File: src/rtl/rx_gate_sequencer_pkg.sv
// Shared types for the RX gate sequencer.
// FSM state encoding and default counter width.
package rx_gate_sequencer_pkg;

  localparam int CNT_W_DEF = 16;

  typedef enum logic [2:0] {
    IDLE     = 3'd0,
    QUAL     = 3'd1,
    DELAY    = 3'd2,
    ACQ      = 3'd3,
    WAIT_LOW = 3'd4
  } state_e;

endpackage

File: src/rtl/rx_gate_sequencer_if.sv
// Gate/config/sample bundle for rx_gate_sequencer.
// master drives gate, config, strobe; slave returns window/status.
interface rx_gate_sequencer_if #(
  parameter int CNT_W = 16
);
  logic             enable;
  logic             gate_sync;
  logic [CNT_W-1:0] delay;
  logic [CNT_W-1:0] num_samples;
  logic             sample_strobe;
  logic             clear_flags;
  logic             window;
  logic             sample_valid;
  logic             sof;
  logic             eof;
  logic             busy;
  logic             missed_trig;
  logic [CNT_W-1:0] trig_count;

  modport master (
    output enable, gate_sync, delay,
    output num_samples, sample_strobe,
    output clear_flags,
    input  window, sample_valid, sof, eof,
    input  busy, missed_trig, trig_count
  );

  modport slave (
    input  enable, gate_sync, delay,
    input  num_samples, sample_strobe,
    input  clear_flags,
    output window, sample_valid, sof, eof,
    output busy, missed_trig, trig_count
  );
endinterface

File: src/rtl/rx_gate_sequencer_edge.sv
// rising_edge_detect: registers the gate level once per clock.
// Ports: clock, reset_n, level in; rise out (level & ~level_d).
module rising_edge_detect (
  input  logic clock,
  input  logic reset_n,
  input  logic level,
  output logic rise
);

  logic gate_d;

  always_ff @(posedge clock or negedge reset_n) begin
    if (!reset_n) gate_d <= 1'b0;
    else          gate_d <= level;
  end

  assign rise = level & ~gate_d;

endmodule

File: src/rtl/rx_gate_sequencer.sv
// Gate-triggered acquisition window sequencer (qualify, delay, acquire).
// Ports: clock, reset_n, bus (slave: gate/config/strobe in, window/status out).
module rx_gate_sequencer
  import rx_gate_sequencer_pkg::*;
#(
  parameter int CNT_W    = CNT_W_DEF,
  parameter int MIN_HIGH = 2
) (
  input  logic                 clock,
  input  logic                 reset_n,
  rx_gate_sequencer_if.slave   bus
);

  localparam logic [CNT_W-1:0] ONE = CNT_W'(1);
  localparam logic [CNT_W-1:0] MH  = CNT_W'(MIN_HIGH);

  state_e           state_q, state_d;
  logic             rise;
  logic             accept;
  logic [CNT_W-1:0] qual_q;
  logic [CNT_W-1:0] dly_q;
  logic [CNT_W-1:0] smp_q;
  logic [CNT_W-1:0] n_q;
  logic [CNT_W-1:0] trig_q;
  logic             window_q;
  logic             busy_q;
  logic             missed_q;
  logic             sv;
  logic             last;

  rising_edge_detect u_edge (
    .clock   (clock),
    .reset_n (reset_n),
    .level   (bus.gate_sync),
    .rise    (rise)
  );

  assign sv   = window_q & bus.sample_strobe;
  assign last = (smp_q == n_q - ONE);

  always_ff @(posedge clock or negedge reset_n) begin
    if (!reset_n) state_q <= IDLE;
    else          state_q <= state_d;
  end

  always_comb begin
    state_d = state_q;
    accept  = 1'b0;
    unique case (state_q)
      IDLE: begin
        if (rise) begin
          if (MIN_HIGH == 1) accept  = 1'b1;
          else               state_d = QUAL;
        end
      end
      QUAL: begin
        if (!bus.gate_sync)       state_d = IDLE;
        else if (qual_q + ONE == MH) accept = 1'b1;
      end
      DELAY: begin
        if (dly_q == ONE) state_d = ACQ;
      end
      ACQ: begin
        // gate falling here is ignored; only the last sample closes
        if (sv && last) state_d = WAIT_LOW;
      end
      WAIT_LOW: begin
        if (!bus.gate_sync) state_d = IDLE;
      end
      default: state_d = IDLE;
    endcase
    if (accept) begin
      unique case (1'b1)
        (bus.num_samples == '0): state_d = WAIT_LOW;
        (bus.num_samples != '0 && bus.delay == '0):
          state_d = ACQ;
        default: state_d = DELAY;
      endcase
    end
    if (!bus.enable) begin
      state_d = IDLE;
      accept  = 1'b0;
    end
  end

  // edge cycle counts as the first high cycle
  always_ff @(posedge clock or negedge reset_n) begin
    if (!reset_n)                qual_q <= '0;
    else if (state_d != QUAL)    qual_q <= '0;
    else if (state_q == QUAL)    qual_q <= qual_q + ONE;
    else                         qual_q <= ONE;
  end

  always_ff @(posedge clock or negedge reset_n) begin
    if (!reset_n)              dly_q <= '0;
    else if (!bus.enable)      dly_q <= '0;
    else if (accept)           dly_q <= bus.delay;
    else if (state_q == DELAY) dly_q <= dly_q - ONE;
  end

  always_ff @(posedge clock or negedge reset_n) begin
    if (!reset_n) begin
      smp_q <= '0;
      n_q   <= '0;
    end else begin
      if (accept) n_q <= bus.num_samples;
      if (state_q != ACQ || !bus.enable) smp_q <= '0;
      else if (sv)                       smp_q <= smp_q + ONE;
    end
  end

  always_ff @(posedge clock or negedge reset_n) begin
    if (!reset_n)    trig_q <= '0;
    else if (accept) trig_q <= trig_q + ONE;
  end

  always_ff @(posedge clock or negedge reset_n) begin
    if (!reset_n) begin
      window_q <= 1'b0;
      busy_q   <= 1'b0;
      missed_q <= 1'b0;
    end else begin
      window_q <= (state_d == ACQ);
      busy_q   <= (state_d != IDLE);
      if (rise && (state_q == DELAY || state_q == ACQ))
        missed_q <= 1'b1;
      else if (bus.clear_flags)
        missed_q <= 1'b0;
    end
  end

  assign bus.window       = window_q;
  assign bus.busy         = busy_q;
  assign bus.missed_trig  = missed_q;
  assign bus.trig_count   = trig_q;
  assign bus.sample_valid = sv;
  assign bus.sof          = sv & (smp_q == '0);
  assign bus.eof          = sv & last;

endmodule

File: src/flat_wrapper.sv
// flat-port wrapper written by rule: the top's interface ports become plain ports
module rx_gate_sequencer_flat import rx_gate_sequencer_pkg::*;
#(
  parameter int CNT_W    = CNT_W_DEF,
  parameter int MIN_HIGH = 2
)
  (clock, reset_n, bus_enable, bus_gate_sync, bus_delay, bus_num_samples, bus_sample_strobe, bus_clear_flags, bus_window, bus_sample_valid, bus_sof, bus_eof, bus_busy, bus_missed_trig, bus_trig_count);
  rx_gate_sequencer_if #(.CNT_W(CNT_W)) bus_i ();
  input  logic clock;
  input  logic reset_n;
  input wire logic [$bits(bus_i.enable)-1:0] bus_enable;
  input wire logic [$bits(bus_i.gate_sync)-1:0] bus_gate_sync;
  input wire logic [$bits(bus_i.delay)-1:0] bus_delay;
  input wire logic [$bits(bus_i.num_samples)-1:0] bus_num_samples;
  input wire logic [$bits(bus_i.sample_strobe)-1:0] bus_sample_strobe;
  input wire logic [$bits(bus_i.clear_flags)-1:0] bus_clear_flags;
  output wire logic [$bits(bus_i.window)-1:0] bus_window;
  output wire logic [$bits(bus_i.sample_valid)-1:0] bus_sample_valid;
  output wire logic [$bits(bus_i.sof)-1:0] bus_sof;
  output wire logic [$bits(bus_i.eof)-1:0] bus_eof;
  output wire logic [$bits(bus_i.busy)-1:0] bus_busy;
  output wire logic [$bits(bus_i.missed_trig)-1:0] bus_missed_trig;
  output wire logic [$bits(bus_i.trig_count)-1:0] bus_trig_count;
  assign bus_i.enable = bus_enable;
  assign bus_i.gate_sync = bus_gate_sync;
  assign bus_i.delay = bus_delay;
  assign bus_i.num_samples = bus_num_samples;
  assign bus_i.sample_strobe = bus_sample_strobe;
  assign bus_i.clear_flags = bus_clear_flags;
  assign bus_window = bus_i.window;
  assign bus_sample_valid = bus_i.sample_valid;
  assign bus_sof = bus_i.sof;
  assign bus_eof = bus_i.eof;
  assign bus_busy = bus_i.busy;
  assign bus_missed_trig = bus_i.missed_trig;
  assign bus_trig_count = bus_i.trig_count;
  rx_gate_sequencer #(.CNT_W(CNT_W), .MIN_HIGH(MIN_HIGH)) u_core (.clock(clock), .reset_n(reset_n), .bus(bus_i));
endmodule
File: config.mk
export PLATFORM = sky130hd
export DESIGN_NAME = rx_gate_sequencer_flat
export DESIGN_NICKNAME = d
export VERILOG_FILES = /design/src/rtl/rx_gate_sequencer_pkg.sv /design/src/rtl/rx_gate_sequencer_if.sv /design/src/rtl/rx_gate_sequencer_edge.sv /design/src/rtl/rx_gate_sequencer.sv /design/src/flat_wrapper.sv
export SDC_FILE = /design/constraint.sdc
export NUM_CORES = 1
export LEC_CHECK = 0
export BUFFER_PORTS_ARGS = -buffer_cell sky130_fd_sc_hd__buf_2
export CORE_ASPECT_RATIO = 2
export CORE_MARGIN = 5
export CORE_UTILIZATION = 50
export CTS_BUF_LIST = sky130_fd_sc_hd__clkbuf_8 sky130_fd_sc_hd__clkbuf_16
export DETAILED_ROUTE_END_ITERATION = 7
export PLACE_DENSITY = 0.7
export SYNTH_ARGS = -nofsm -noshare
export SYNTH_HDL_FRONTEND = slang
export SYNTH_SLANG_ARGS = --single-unit
File: constraint.sdc
create_clock -name clock -period 3.6 [get_ports clock]
set_input_delay 0.36 -clock clock [delete_from_list [all_inputs] [get_ports clock]]
set_output_delay 0.36 -clock clock [all_outputs]
set_load 0.05 [all_outputs]
# Word level (Yosys, flattened, before mapping)
# Index checks and enable logic that the tools add are counted.
# Widths: inputs -> output; s select.
dict set report classes {
  bitwise 5
  n_div 0
  multipliers 0
  n_eq_ne 11
  order_cmp 0
  reduce_logical 15
  n_addsub 5
  mux 21
  shifts 0
}
# cell n
set op_table {}
lappend op_table {{$mux 16} 7}
lappend op_table {{$add 16x1->16 const B} 3}
lappend op_table {{$logic_not 16->1} 3}
lappend op_table {{$sub 16x1->16 const B} 2}
lappend op_table {{$mux 3} 6}
lappend op_table {{$eq 16x1->1 const B} 1}
lappend op_table {{$eq 16x16->1} 1}
lappend op_table {{$eq 16x2->1 const B} 1}
lappend op_table {{$reduce_bool 16->1} 1}
lappend op_table {{$pmux 3 s4} 1}
lappend op_table {{$eq 3x2->1 const B} 3}
lappend op_table {{$mux 1} 6}
lappend op_table {{$ne 3x1->1 const B} 2}
lappend op_table {{$pmux 3 s2} 1}
lappend op_table {{$and 1x1->1} 4}
lappend op_table {{$reduce_bool 2->1} 2}
lappend op_table {{$eq 3x1->1 const B} 1}
lappend op_table {{$eq 3x3->1 const B} 1}
lappend op_table {{$logic_and 1x1->1} 3}
lappend op_table {{$logic_not 3->1} 1}
lappend op_table {{$ne 3x2->1 const B} 1}
lappend op_table {{$reduce_bool 3->1} 1}
lappend op_table {{$logic_or 1x1->1} 2}
lappend op_table {{$reduce_or 2->1} 1}
lappend op_table {{2 further kinds} 2}
dict set report word_totals {
  mem_bits_rw 0
  latch_bits 0
  out_inout_bits 22
  register_bits 87
  romBits 0
  word_cells 67
  inputBits 38
  mem_count 0
}

# Depth between registers and ports, before layout
dict set report logic_depth {
  depth_word 9
  depth_mapped 11
}

# Hierarchy
# A second synthesis with hierarchy kept.
dict set report unflattened {
  cells_unflattened 554
  hier_area_um2 5221.3
}
# module cells_each area_per_inst_um2 seq_area_each_um2 n_inst
set modules_own_cells {}
lappend modules_own_cells {rx_gate_sequencer 552 5182.5 2152.1 1}
lappend modules_own_cells {rising_edge_detect 2 38.8 25.0 1}

# Worst setup path after synthesis
# Ideal clock, no wire load.
dict set report synth_timing {
  kind {reg-to-output}
  from {reg u_core.window_q (netlist: u_core.bus.window)}
  to {out bus_sof}
  n_path_buf 1
  setup_slack_ns 0.199
  stages_incl_launch_ff 5
  t_arrival_ns 3.041
  path_cell_list {dfrtp_1 and2_1 clkbuf_1 nand4_1 nor4_1}
}
dict set report synth_between {
  elab_chain_cells 2
}
# item line
set synth_lines {}
lappend synth_lines {{start, declared} rx_gate_sequencer.sv:25} ;# logic window_q;
lappend synth_lines {{start signal, assigned} rx_gate_sequencer.sv:123} ;# window_q <= (state_d == ACQ);
lappend synth_lines {{$and 1x1->1} rx_gate_sequencer.sv:38} ;# assign sv = window_q & bus.sample_strobe;
lappend synth_lines {{net bus_sample_valid} flat_wrapper.sv:18} ;# output wire logic [$bits(bus_i.sample_valid)-1:0] bus_sample_valid;
lappend synth_lines {{$and 1x1->1} rx_gate_sequencer.sv:137} ;# assign bus.sof = sv & (smp_q == '0);
lappend synth_lines {{end, declared} flat_wrapper.sv:19} ;# output wire logic [$bits(bus_i.sof)-1:0] bus_sof;
# The timed path passes the listed nets, and every way through them passes these cells.

# Worst setup path after layout
dict set report layout_timing {
  from {reg u_core.n_q[3]}
  to {out bus_eof}
}
dict set report layout_between {
  elab_chain_cells 3
}
# item line
set layout_lines {}
lappend layout_lines {{start, declared} rx_gate_sequencer.sv:23} ;# logic [CNT_W-1:0] n_q;
lappend layout_lines {{start signal, assigned} rx_gate_sequencer.sv:106} ;# if (accept) n_q <= bus.num_samples;
lappend layout_lines {{$sub 16x1->16} rx_gate_sequencer.sv:39} ;# assign last = (smp_q == n_q - ONE);
lappend layout_lines {{$eq 16x16->1} rx_gate_sequencer.sv:39}
lappend layout_lines {{$and 1x1->1} rx_gate_sequencer.sv:138} ;# assign bus.eof = sv & last;
lappend layout_lines {{end, declared} flat_wrapper.sv:20} ;# output wire logic [$bits(bus_i.eof)-1:0] bus_eof;
# Every way passes these cells.

==> qor.yml <==
synthesis:
  synth_ff_type: "dfrtp_1"
  synth-seq-area-share: 0.4277
  post_synth_instance_area_mm2: 0.005090
  synthArstFlopShare: 1.000
  synth_enable_flop_cells: 0
  yosysWarnings: 0
  synthesized_net_count: 609
  avgSynthCellArea_um2: 9.041
  netlist_instances: 563
  netlist-cell-type-count: 59
  synth.ff_latch_count: 87
final_layout:
  fraction_of_layout_instances_using_a_drive_strength_above_1: 0.1510
  fin_area_mm2: 0.005791
  final_cell_count_no_fill: 751
  final_cell_mix: "87 x dfrtp_1, 82 x nand2_1, 58 x buf_2, 43 x nor2_1"
  final_core_util: 0.5779
  area_growth_from_synthesis_to_final_layout_pct: 13.77
  mostFrequentLayoutCell: "dfrtp_1"
  layout.nets: 657
  antenna_cells_inserted: 0
critical_path:
  critical_path_arrival_ns: 3.10
  critPathKind: "register to primary output"
  worst_setup_path_start_kind: "register"
  required_ns: 3.24
  timing.reg2reg.setup_slack_ns: 0.37
  crit_path_end_kind: "primary output"
  worstPathMaxFanout: 9
timing:
  finalHoldViolations: 0
  fmax_ghz: 0.2887
  maxSlewViolCount: 0
  max_slew.worst_pin.slew_ns: 1.128
  final_period_minus_worst_setup_slack_ns: 3.464
  fin_crit_share: 0.9623
  setup_viol_count_final: 0
  worst_hold_slack_ns: 0.1985
  final.setup_skew_ns: 0.007210
  maxSlewHeadroom: 0.2480
clock_tree:
  postCtsSetupBuffers: 0
  cts_max_path_bufs: 2
  h_tree_lvl_count: 3
  clockRootBuffer: "clkbuf_16"
  hold_buffers: 0
  clkSinkCount: 87
  numCtsBuffers: 9
  tritoncts: "done"
  clock_insertion_delay_worst_skew_ns: 0.35
  clock_transition_at_path_regs_ns: 0.06
global_route:
  grt_start_max_net_pins: 88
  antenna_found_initial: 0
  first_pass_grt_wire_length_mm: 21.86
  globalRouteOverflowTotal: 0
  gr_util_all_layers: 0.2282
  grt_pass1_vias: 4482
run:
  cap_violations: 0
die:
  rows: 52
  num_io_pins: 60
  die-height_um: 152.7
  initial_utilization: 0.5080
  placeableCoreArea_mm2: 0.01002
  design.die.area_mm2: 0.01242
  die_w_um: 81.35
placed_design:
  dpl.cell_count: 735
  globalplace.congestion: 0.9759
  place.detailed.hpwl_mm: 9.948
  port_buffers: 59
  placedInstanceArea_mm2: 0.005503
run_status:
  outcome: "complete, no violations"
detailed_routing:
  drtAntennaViolNets: 0
  num_vias: 4399
  drt_pre_antenna_iters: 4
  drt_iter0_markers: 253
  detail_route.vias_per_cell: 5.858
  detailed_route_drc_error_count: 0
  route.detailed.wl_per_inst_um: 17.80
  drt_wl_total_mm: 13.37
pwr:
  combinationalPowerShare: 0.177
  seq_power_share: 0.460
  vdd_drop_max_mv: 0.2987
  pwr_density_cell_mw_per_mm2: 419.5
  fin_total_pwr_mw: 2.429
  clock_power_share: 0.363
  p_sw_frac: 0.2951
  leakage_nw: 2.598
  power.switching_uw: 716.9
  intPower_mw: 1.712
worst_hold_path:
  hp-class: "input port to register"
[worst paths after layout]
check                           cells after the start                      start                   endpoint
worst min-delay path                                1              bus_gate_sync       u_core.u_edge.gate_d
worst min register to register                      1  u_core.bus.trig_count[15]  u_core.bus.trig_count[15]
max in group asynchronous                           1                    reset_n          u_core.bus.window
worst max-delay path                                7              u_core.n_q[3]                    bus_eof
min in group asynchronous                           1                    reset_n   u_core.bus.trig_count[0]
worst max register to register                      7           u_core.qual_q[3]            u_core.bus.busy
[repair_timing]
action,CTS,global route
endpoints found under the setup margin,0,1
endpoints found under the hold margin,0,0
resized for setup,0,2
[worst max-delay path, cell delays in order, from the launching register on]
cell and delay [ns]:
dfrtp_1 0.47, or4_4 0.62, or4_1 0.48, a21oi_1 0.18, o21ai_0 0.14, nor4_2 0.31, and3_1 0.26, buf_2 0.29
[metal layers]
metal,part of all wire,GRT usage
met5,0,0
met3,0.038,0.04438
met4,0.053,0.1193
met2,0.55,0.4082
met1,0.35,0.2420
[synthesized netlist by cell type, drive strengths merged (2+ instances only)]
cell     n  area [µm²]
a211o    3       26.28
a211oi  20       150.1
a21boi   2       15.01
a21o     3       22.52
a21oi    3       15.01
a31oi    3       18.77
a41oi    2       17.52
and2     5       31.28
and3    15       93.84
and4     2       17.52
buf      4       25.02
clkbuf  25       93.84
dfrtp   87        2177
ha       8       100.1
inv     14       52.55
mux2i    2       20.02
nand2   82       307.8
nand2b   3       18.77
nand3   20       100.1
nand3b   5       37.54
nand4   17       106.4
nor2    43       161.4
nor2b    4       25.02
nor3    21       105.1
nor3b    4       30.03
nor4    33       212.7
nor4b    3       26.28
o211ai   2       15.01
o21a     2       15.01
o21ai    9       45.04
o31ai    3       22.52
or2      3       18.77
or3      9       56.30
or3b     3       28.78
or4      5       41.29
xnor2   39       341.6
xor2    39       341.6
[cell families (layout without fill, tap and decap cells)]
group,Yosys count,after routing,share of synthesized area
AND/OR/NAND/NOR,281,281,0.2866
flip-flops,87,87,0.4277
XOR/XNOR,78,78,0.1342
AO/OA/AOI/OAI,63,63,0.09341
buffers and inverters,44,97,0.03441
adder cells (fa/ha/maj),8,8,0.01967
multiplexers,2,2,0.003933
[layout make-up]
type                            instances  area, µm²
Clock buffer                           11      252.7
Timing Repair Buffer                   66      362.8
Sequential cell                        87       2177
Tap cell                              135      168.9
Clock inverter                          5      25.02
Inverter                               15      56.30
Multi-Input combinational cell        432       2748
Fill cell                             943       4229
[per-stage QoR]
step / setup WS (ns) / TNS (ns)
after global routing: -0.02485 / -0.02485
after floorplan: 0.1985 / 0
after global placement: 0.4562 / 0
after detailed placement: 0.3805 / 0
final: 0.1359 / 0
after CTS: 0.06242 / 0
[power groups by stage]
stage | registers, mW | clock network (mW) | logic (mW)
2_1_floorplan | 1.13 | 0 | 0.276
3_3_place_gp | 1.13 | 0 | 0.410
3_5_place_dp | 1.13 | 0 | 0.419
4_1_cts | 1.12 | 0.894 | 0.424
5_1_grt | 1.13 | 0.944 | 0.472
6_report | 1.12 | 0.882 | 0.430
[flip-flops by register name, summed over array words and instances (netlist names)]
signal,count
u_core.bus.busy,1
u_core.bus.missed_trig,1
u_core.bus.trig_count,16
u_core.bus.window,1
u_core.dly_q,16
u_core.n_q,16
u_core.qual_q,16
u_core.smp_q,16
u_core.state_q,3
u_core.u_edge.gate_d,1
No activity file was read; power rests on OpenSTA's default activity.
